**src/rtl/instruction_fetch_pkg.sv**
```systemverilog
// Shared widths, constants and FSM encoding for the instruction fetch stage.
package instruction_fetch_pkg;

    localparam int XLEN = 32;
    localparam logic [31:0] NOP_INST = 32'h0000_0013;

    typedef enum logic [2:0] {
        FETCH_BOOT  = 3'd0,
        FETCH_REQ   = 3'd1,
        FETCH_WAIT  = 3'd2,
        FETCH_DROP  = 3'd3,
        FETCH_FAULT = 3'd4
    } fetch_state_t;

    function automatic logic pc_aligned(input logic [XLEN-1:0] pc);
        return pc[1:0] == 2'b00;
    endfunction

endpackage

```
**src/rtl/instruction_fetch_slot.sv**
```systemverilog
// One-entry output register for decode; flush beats load, load beats consume.
module fetch_slot
    import instruction_fetch_pkg::*;
(
    input  logic            clk,
    input  logic            rst,
    input  logic            flush,
    input  logic            load,
    input  logic            consume,
    input  logic [31:0]     load_inst,
    input  logic [XLEN-1:0] load_pc,
    input  logic            load_fault,
    output logic            valid,
    output logic [31:0]     inst,
    output logic [XLEN-1:0] pc,
    output logic            fault
);

    always_ff @(posedge clk or posedge rst) begin
        if (rst) begin
            valid <= 1'b0;
            inst  <= NOP_INST;
            pc    <= '0;
            fault <= 1'b0;
        end else if (flush) begin
            valid <= 1'b0;
            inst  <= NOP_INST;
            fault <= 1'b0;
        end else if (load) begin
            valid <= 1'b1;
            inst  <= load_inst;
            pc    <= load_pc;
            fault <= load_fault;
        end else if (consume) begin
            valid <= 1'b0;
        end
    end

endmodule

```
**src/rtl/instruction_fetch.sv**
```systemverilog
// Fetch stage: one outstanding imem read, redirect-aware drop of stale data,
// misaligned-PC fault tagging and a one-entry registered slot toward decode.
module instruction_fetch
    import instruction_fetch_pkg::*;
(
    input  logic            clk,
    input  logic            rst,
    input  logic [XLEN-1:0] pc_i,
    output logic            pc_advance_o,
    input  logic            redirect_i,
    output logic            imem_req_valid_o,
    input  logic            imem_req_ready_i,
    output logic [XLEN-1:0] imem_req_addr_o,
    input  logic            imem_rsp_valid_i,
    input  logic [31:0]     imem_rsp_data_i,
    output logic            inst_valid_o,
    input  logic            inst_ready_i,
    output logic [31:0]     inst_o,
    output logic [XLEN-1:0] inst_pc_o,
    output logic            inst_fault_o
);

    fetch_state_t    state, next_state;
    logic [XLEN-1:0] req_pc;
    logic            slot_free;
    logic            req_fire;
    logic            slot_load;
    logic [31:0]     slot_inst;
    logic [XLEN-1:0] slot_pc;
    logic            slot_fault;

    assign slot_free       = !inst_valid_o || inst_ready_i;
    assign imem_req_addr_o = pc_i;
    assign req_fire        = imem_req_valid_o && imem_req_ready_i;

    always_ff @(posedge clk or posedge rst) begin
        if (rst) begin
            state <= FETCH_BOOT;
        end else begin
            state <= next_state;
        end
    end

    always_ff @(posedge clk or posedge rst) begin
        if (rst) begin
            req_pc <= '0;
        end else if (req_fire) begin
            req_pc <= pc_i;
        end
    end

    // Requests only go out when the slot can take the answer, so a response never overflows it.
    always_comb begin
        next_state       = state;
        imem_req_valid_o = 1'b0;
        pc_advance_o     = 1'b0;
        slot_load        = 1'b0;
        slot_inst        = imem_rsp_data_i;
        slot_pc          = req_pc;
        slot_fault       = 1'b0;
        case (state)
            FETCH_BOOT: next_state = FETCH_REQ;
            FETCH_REQ: begin
                if (pc_aligned(pc_i)) begin
                    imem_req_valid_o = slot_free && !redirect_i;
                    if (slot_free && !redirect_i && imem_req_ready_i) begin
                        next_state = FETCH_WAIT;
                    end
                end else if (slot_free && !redirect_i) begin
                    slot_load  = 1'b1;
                    slot_inst  = NOP_INST;
                    slot_pc    = pc_i;
                    slot_fault = 1'b1;
                    next_state = FETCH_FAULT;
                end
            end
            FETCH_WAIT: begin
                if (imem_rsp_valid_i) begin
                    next_state = FETCH_REQ;
                    if (!redirect_i) begin
                        slot_load    = 1'b1;
                        pc_advance_o = 1'b1;
                    end
                end else if (redirect_i) begin
                    next_state = FETCH_DROP;
                end
            end
            FETCH_DROP: begin
                if (imem_rsp_valid_i) begin
                    next_state = FETCH_REQ;
                end
            end
            FETCH_FAULT: begin
                if (redirect_i) begin
                    next_state = FETCH_REQ;
                end
            end
            default: next_state = FETCH_BOOT;
        endcase
    end

    fetch_slot u_slot (
        .clk        (clk),
        .rst        (rst),
        .flush      (redirect_i),
        .load       (slot_load),
        .consume    (inst_valid_o && inst_ready_i),
        .load_inst  (slot_inst),
        .load_pc    (slot_pc),
        .load_fault (slot_fault),
        .valid      (inst_valid_o),
        .inst       (inst_o),
        .pc         (inst_pc_o),
        .fault      (inst_fault_o)
    );

endmodule

```
**config.mk**
```make
export PLATFORM = sky130hd
export DESIGN_NAME = instruction_fetch
export DESIGN_NICKNAME = d
export VERILOG_FILES = /design/src/rtl/instruction_fetch_pkg.sv /design/src/rtl/instruction_fetch_slot.sv /design/src/rtl/instruction_fetch.sv
export SDC_FILE = /design/constraint.sdc
export NUM_CORES = 1
export LEC_CHECK = 0
export ABC_AREA = 1
export BUFFER_PORTS_ARGS = -buffer_cell sky130_fd_sc_hd__buf_2
export CAP_MARGIN = 30
export CORE_ASPECT_RATIO = 1.25
export CORE_MARGIN = 3
export CORE_UTILIZATION = 54
export DETAILED_ROUTE_END_ITERATION = 8
export PLACE_DENSITY = 0.85
export SYNTH_ARGS = -nofsm -noshare
export SYNTH_HDL_FRONTEND = slang
export SYNTH_SLANG_ARGS = --single-unit
```
**constraint.sdc**
```tcl
create_clock -name clk -period 7.7 [get_ports clk]
set_input_delay 1.54 -clock clk [delete_from_list [all_inputs] [get_ports clk]]
set_output_delay 1.54 -clock clk [all_outputs]
set_load 0.02 [all_outputs]
```
# After elaboration in Yosys (flattened, before gate mapping)

Cells that the tools add are included.

Eq/ne operators: 9
Multiplexer cells: 30
Bitwise operators: 1
Reductions and logical operators: 13

Operators with widths:

| cell                                                            | number |
|---|---|
| 32-bit two-way mux                                              | 8 |
| 3-bit two-way mux                                               | 7 |
| 3-bit case mux with 5 select lines                              | 1 |
| 1-bit two-way mux                                               | 13 |
| 3-bit inequality test, second input constant                    | 3 |
| 3-bit by 2-bit == test with 1-bit output, second input constant | 2 |
| 5-bit AND reduction                                             | 1 |
| 1-bit logical AND                                               | 4 |
| 2-bit inequality test, second input constant                    | 2 |
| 3-bit by 1-bit == test with 1-bit output, second input constant | 1 |
| 3-bit == test, second input constant                            | 1 |
| 3-bit zero test                                                 | 1 |
| 3-bit nonzero test                                              | 1 |
| 1-bit zero test                                                 | 2 |
| 2-bit zero test                                                 | 1 |
| 1-bit case mux with 2 select lines                              | 1 |
| 2-bit AND reduction                                             | 1 |
| 2-bit nonzero test                                              | 1 |
| 1-bit logical OR                                                | 1 |
| 1-bit inverter                                                  | 1 |

Flip-flop bits (word level): 101
Input bits: 70
Output and inout bits: 100

# Depth between registers and ports, before layout

Gate-level depths: netlist (run 1).

Depth in word-level cells: 8
Mapped depth: 10

# Modules after synthesis

From an unflattened synthesis (run 1), not the netlist that was laid out.

Cells, all modules: 632
Area total of the unflattened synthesis: 5162.5 um^2

Modules (own cells, without submodules):

| module            | times used | cells each | area an instance (um^2) | sequential area each (um^2) |
|---|---|---|---|---|
| fetch_slot        | 1          | 287        | 2588.7                  | 1655.3 |
| instruction_fetch | 1          | 345        | 2573.7                  | 875.8 |

# Least setup slack after synthesis (run 1)

OpenSTA, ideal clock, no wires.

Path type: input to output
Start point: input port pc_i[0]
End point: output port imem_req_valid_o
Arrival: 2126 ps
Path slack: 4034 ps
Stages: 3
Path buffers: 0
Cell sequence: nor2_1 -> nand2_1 -> nor2_2

Cells in the longest elaborated chain, start to end: 3

RTL lines:

| item              | RTL line                    | RTL |
|---|---|---|
| start, declared   | instruction_fetch.sv:8      | `input logic [XLEN-1:0] pc_i,` |
| 2-bit zero test   | instruction_fetch_pkg.sv:16 | `return pc[1:0] == 2'b00;` |
| 1-bit two-way mux | instruction_fetch.sv:64     | `if (pc_aligned(pc_i)) begin` |
| 1-bit two-way mux | instruction_fetch.sv:61     | `case (state)` |
| end, declared     | instruction_fetch.sv:11     | `output logic imem_req_valid_o,` |

No other way between the ends.

# Worst setup path after layout (run 1)

Start point: input port redirect_i
End point: output port pc_advance_o

Cells in the longest elaborated chain, start to end: 3

RTL lines:

| item              | RTL line                | RTL |
|---|---|---|
| start, declared   | instruction_fetch.sv:10 | `input logic redirect_i,` |
| 1-bit two-way mux | instruction_fetch.sv:80 | `if (!redirect_i) begin` |
| 1-bit two-way mux | instruction_fetch.sv:78 | `if (imem_rsp_valid_i) begin` |
| 1-bit two-way mux | instruction_fetch.sv:61 |  |
| end, declared     | instruction_fetch.sv:9  | `output logic pc_advance_o,` |

No other way between the ends.

==> results_dict.tcl, run 1 <==
set metrics [dict create \
    r2r-start "state[2]$_DFFE_PP0P_" \
    pre_cts_ws_ns 3.57 \
    cp.required_ns 6.16 \
    cpPeakStageDelay_ns 0.43 \
    worstHoldPathType "reg2reg" \
    max_clock_freq_mhz 241 \
    grt_pass1_wl_mm 18.6 \
    cts_resized 0 \
    portBuffers 169 \
    worstPathCellList "buf_2 > inv_2 > nand3_1 > inv_2 > buf_2" \
    cp-start-kind "input port" \
    criticalPathCategory "in2out" \
    gp_congestion 0.836 \
    fin_setup_tns_ns 0 \
    core_area_um2 8750 \
    cpLargestDelayFamily "buffers and inverters" \
    cts_tree "built" \
    path_buf_inv 4 \
    clkPwrFrac_pct 18.9 \
    die_y_um 112 \
    clock_skew_ns 0.0149 \
    vias 4221 \
    p_sw_share_pct 41.6 \
    final_common_cell "buf_2" \
    grt_antenna_before_repair 0 \
    synthCells 600 \
    comb_power_share_pct 38.3 \
    rsz0062_at_grt "no" \
    power_mw 1.81 \
    n_antenna_cell 0 \
    synth_area_um2 4890 \
    worstMarginPinSlew_ns 0.862 \
    grt_max_degree 69 \
    crit_end "pc_advance_o" \
    powerDensity_nw_per_um2 321 \
    drc 0 \
    max_cap_violations 0 \
    syn-mean-instance-area_um2 8.15 \
    period_minus_slack_ns 4.14 \
    cts_hold_buf 0 \
    critPathMaxFanout 33 \
    clkTransAtPathRegs_ns 0.09 \
    hold_viol_final 0 \
    clk_latency_ns 0.37 \
    cp_slowest_cell "inv_2" \
    reg2reg_slack_ns 4.65 \
    leakage_nw 3.30 \
    ir_drop_uv 222 \
    rr_worst_depth 8 \
    cts-root-buf "clkbuf_8" \
    drive_above_1_share_pct 28.2 \
    synth_nets 670 \
    fillers 809 \
    finalSetupViolations 0 \
    postRouteAntennaNets 0 \
    crit_arrival_ns 2.60 \
    pin_count 170 \
    htree_levels 3 \
    seq_power_share_pct 42.8 \
    cts-buffers-inserted 9 \
    cts_sinks 101 \
    layout.cells.most_common_list "buf_2, nand2_1, inv_1" \
    layout_setup_ws_ns 3.56 \
    start_util_pct 55.9 \
    clockBufferDepth 2 \
    grt.overflow.total 0 \
    slew_violations 0 \
    status "completed" \
    switchingPower_mw 0.753 \
    synthDistinctLibCells 25 \
    wl_mm 11.5 \
    area_growth_pct 15.4 \
    routed_via_density 5.00 \
    endpoint_kind "output pin" \
    drt_first_pass_iters 4 \
    die-area_um2 10200 \
    first_iter_violations 257 \
    grt.total_usage_pct 22.3 \
    timing.slew.headroom_pct 42.5 \
    die_w_um 91.1 \
    nNetsFinal 789 \
    path_depth 5 \
    seq_area_frac_synth_pct 51.7 \
    ys_warn_count 0 \
    postCtsSetupBuffers 0 \
    dp_hpwl_mm 7.86 \
    crit_path_start "redirect_i" \
    wl_per_cell_um 13.6 \
    min_period_over_period_pct 53.8 \
    hp-start "u_slot.pc[18]$_DFFE_PP0P_" \
    num_rows 38 \
    timing.rr.end "u_slot.pc[24]$_DFFE_PP0P_" \
    ys_seq_elements 101 \
    grt_pass1_vias 3988 \
    p_int_mw 1.06 \
]
power groups by stage:
stage / registers (mW) / clock network, mW / logic [mW]
floorplan: 0.866 / 0 / 0.443
global placement: 0.776 / 0 / 0.669
detailed placement: 0.783 / 0 / 0.697
CTS: 0.774 / 0.347 / 0.701
global route: 0.794 / 0.368 / 0.781
finish: 0.775 / 0.342 / 0.694
Yosys cell counts:
| library cell | count | area (um2) |
|---|---|---|
| nand2_1 | 143 | 537 |
| o21ai_0 | 22 | 110 |
| a31oi_1 | 1 | 6.26 |
| buf_6 | 10 | 113 |
| nand2_2 | 1 | 6.26 |
| buf_1 | 1 | 3.75 |
| clkbuf_2 | 1 | 5.00 |
| nand3_2 | 2 | 20.0 |
| inv_4 | 1 | 6.26 |
| o21ai_1 | 40 | 200 |
| nand3_1 | 100 | 500 |
| clkbuf_1 | 4 | 15.0 |
| nor2_4 | 1 | 11.3 |
| buf_2 | 8 | 40.0 |
| a21oi_1 | 3 | 15.0 |
| dfrtp_1 | 98 | 2450 |
| nand2_4 | 2 | 22.5 |
| nor2_1 | 8 | 30.0 |
| buf_4 | 39 | 293 |
| nor3_1 | 1 | 5.00 |
| nor2_2 | 1 | 6.26 |
| nand4_1 | 1 | 6.26 |
| inv_2 | 6 | 22.5 |
| dfstp_2 | 3 | 78.8 |
| inv_1 | 103 | 387 |
cell families after synthesis:
family          count (synthesis)  share of synthesized area, %
simple gates                  260                          23.4
compound gates                 66                          6.78
buf+inv                       173                          18.1
flops                         101                          51.7
through the flow:
step	util, %	cell area (um2)	std cells	hold slack, ns
after global placement	62.1	5430	827	0.454
after detailed placement	62.3	5450	828	0.460
after floorplan	-	4890	600	0.436
after CTS	64.5	5650	844	0.484
after global routing	64.5	5650	844	0.503
final	64.5	5650	844	0.477
flip-flops by register name (all words and copies together) (netlist names):
register	flops
req_pc	32
state	3
u_slot.fault	1
u_slot.inst	32
u_slot.pc	32
u_slot.valid	1
tightest hold or removal path, stage by stage, from the launching register on:
cell	delay, ns
dfrtp_1	0.35
nand2_1	0.05
nand2_1	0.05
cell type report:
type / count / area (um2) / area share [%]
sequential: 101 / 2530 / 44.8
multi-input combinational: 326 / 1480 / 26.2
timing repair buffer: 171 / 873 / 15.5
inverter: 110 / 418 / 7.40
tap: 120 / 150 / 2.66
clock buffer: 10 / 128 / 2.26
clock inverter: 6 / 68.8 / 1.22
worst min path at each step:
| stage | end | slack, ns | cells past startpoint |
|---|---|---|---|
| 5_1_grt | u_slot.pc[17]$_DFFE_PP0P_ | 0.50 | 2 |
| 3_5_place_dp | u_slot.pc[14]$_DFFE_PP0P_ | 0.46 | 2 |
| 2_1_floorplan | req_pc[0]$_DFFE_PP0P_ | 0.44 | 2 |
| 4_1_cts | u_slot.pc[14]$_DFFE_PP0P_ | 0.48 | 2 |
| 6_report | u_slot.pc[18]$_DFFE_PP0P_ | 0.48 | 2 |
| 3_3_place_gp | req_pc[0]$_DFFE_PP0P_ | 0.45 | 2 |
routing by layer:
layer  wire (um)  up-vias  part of all wire [%]  global-route usage (%)
met5           0        -                     0                       0
met4         230        0                   2.0                    7.55
met3         875       20                   7.6                    4.62
met2        5650      190                    49                    36.2
met1        4720     1954                    41                    29.9
li1            -     2057                     -                       -
Note: power is estimated with default switching activity, not from simulation.
==> run 2: changes to the inputs <==
Settings changed: CORE_UTILIZATION 54 to 50, PLACE_DENSITY 0.85 to 0.8.
Clock period 7.7 ns to 3.9 ns, I/O delays scaled along.
==> run 2 against run 1 <==
  * Worst setup slack worse by 2.3 ns
  * Largest cell class unchanged
  * Highest routed layer unchanged
  * Sequential share of layout area is 1.6 points lower
  * Clock power grew to 3.0 times the previous value
  * Wire length is 5.0% lower
==> results_dict.tcl, run 2 (synthesis results as in run 1) <==
set metrics [dict create \
    min_period_over_period_pct 68.7 \
    worstMarginPinSlew_ns 0.587 \
    clock_skew_ns 0.00755 \
    grt.overflow.total 0 \
    max_cap_violations 0 \
    postCtsSetupBuffers 0 \
    clk_latency_ns 0.34 \
    hold_viol_final 0 \
    grt.total_usage_pct 20.4 \
    wl_mm 10.9 \
    rsz0062_at_grt "no" \
    n_antenna_cell 0 \
    drt_first_pass_iters 5 \
    slew_violations 0 \
    die_w_um 94.5 \
    clockBufferDepth 2 \
    cts_hold_buf 0 \
    cts_resized 0 \
    timing.slew.headroom_pct 60.8 \
    cts_tree "built" \
    leakage_nw 3.39 \
    wl_per_cell_um 12.8 \
    critPathMaxFanout 33 \
    fillers 809 \
    fin_setup_tns_ns 0 \
    cts-root-buf "clkbuf_16" \
    max_clock_freq_mhz 373 \
    reg_top3 "req_pc x32, u_slot.inst x32, u_slot.pc x32" \
    grt_pass1_vias 3945 \
    crit_arrival_ns 1.90 \
    htree_levels 3 \
    period_minus_slack_ns 2.68 \
    postRouteAntennaNets 0 \
    portBuffers 169 \
    nNetsFinal 793 \
    area_growth_pct 19.6 \
    cp.required_ns 3.12 \
    drc 0 \
    grt_pass1_wl_mm 17.7 \
    die_y_um 117 \
    pin_count 170 \
    grt_antenna_before_repair 0 \
    first_iter_violations 236 \
    drive_above_1_share_pct 28.7 \
    start_util_pct 52.5 \
    vias 4159 \
    criticalPathCategory "reg2out" \
    endpoint_kind "output pin" \
    gp_congestion 0.744 \
    post-route-util_pct 62.8 \
    ir_drop_uv 415 \
    layout.cells.most_common_list "buf_2, nand2_1, inv_1" \
    core_area_um2 9320 \
    cts_sinks 101 \
    status "completed" \
    worstHoldPathType "in2async" \
    final_common_cell "buf_2" \
    finalSetupViolations 0 \
    cp-start-kind "flop" \
    die-area_um2 11000 \
    num_rows 39 \
    grt_max_degree 61 \
    clkTransAtPathRegs_ns 0.06 \
    powerDensity_nw_per_um2 667 \
    cts-buffers-inserted 9 \
    dp_hpwl_mm 7.82 \
    routed_via_density 4.89 \
]
run 2: final timing paths:
path                                     startpoint  slack (ns)                          end  cells after the start
max in group asynchronous                       rst        2.64   u_slot.inst[1]$_DFFE_PP1P_                      4
hold / removal                                  rst        0.40  u_slot.inst[24]$_DFFE_PP0P_                      2
setup / recovery               state[0]$_DFFE_PP0P_        1.22                 pc_advance_o                      4
setup reg to reg           u_slot.valid$_DFFE_PP0P_        1.74    u_slot.pc[23]$_DFFE_PP0P_                      8
min in group clk              req_pc[0]$_DFFE_PP0P_        0.47        req_pc[0]$_DFFE_PP0P_                      2
hold reg to reg               req_pc[0]$_DFFE_PP0P_        0.47        req_pc[0]$_DFFE_PP0P_                      2
run 2: per-stage QoR:
| stage | setup slack [ns] | total power [mW] | instances | cell area [um2] | hold WS (ns) |
|---|---|---|---|---|---|
| 2_1_floorplan | 0.478 | 2.59 | 600 | 4890 | 0.436 |
| 6_report | 1.22 | 3.90 | 851 | 5850 | 0.398 |
| 4_1_cts | 1.21 | 3.95 | 851 | 5850 | 0.395 |
| 5_1_grt | 1.11 | 4.20 | 851 | 5850 | 0.415 |
| 3_3_place_gp | 1.26 | 2.85 | 833 | 5460 | 0.455 |
| 3_5_place_dp | 1.17 | 2.91 | 835 | 5500 | 0.458 |
run 2: cell type report:
class	count	area (um2)	share of cell area (%)
Sequential cell	101	2530	43.3
Clock buffer	10	239	4.08
Tap cell	123	154	2.63
Multi-Input combinational cell	326	1480	25.2
Timing Repair Buffer	175	923	15.8
Clock inverter	6	110	1.88
Inverter	110	418	7.14
run 2: power breakdown:
group          internal [mW]  total [mW]  switching [mW]
logic                  0.440        1.35           0.915
clock network          0.643        1.02           0.372
registers               1.36        1.53           0.171
run 2: metal layers:
layer | vias up | global-route usage (%) | part of all wire (%)
met5 | - | 0 | 0
met3 | 15 | 3.09 | 7.2
met4 | 0 | 9.62 | 1.8
li1 | 2072 | - | -
met1 | 1912 | 26.4 | 43
met2 | 160 | 33.7 | 48
run 2: critical path, stage by stage, from the launching register on:
cell,delay (ns)
dfrtp_1,0.42
nor3_1,0.24
nand3_1,0.19
inv_2,0.44
buf_2,0.26
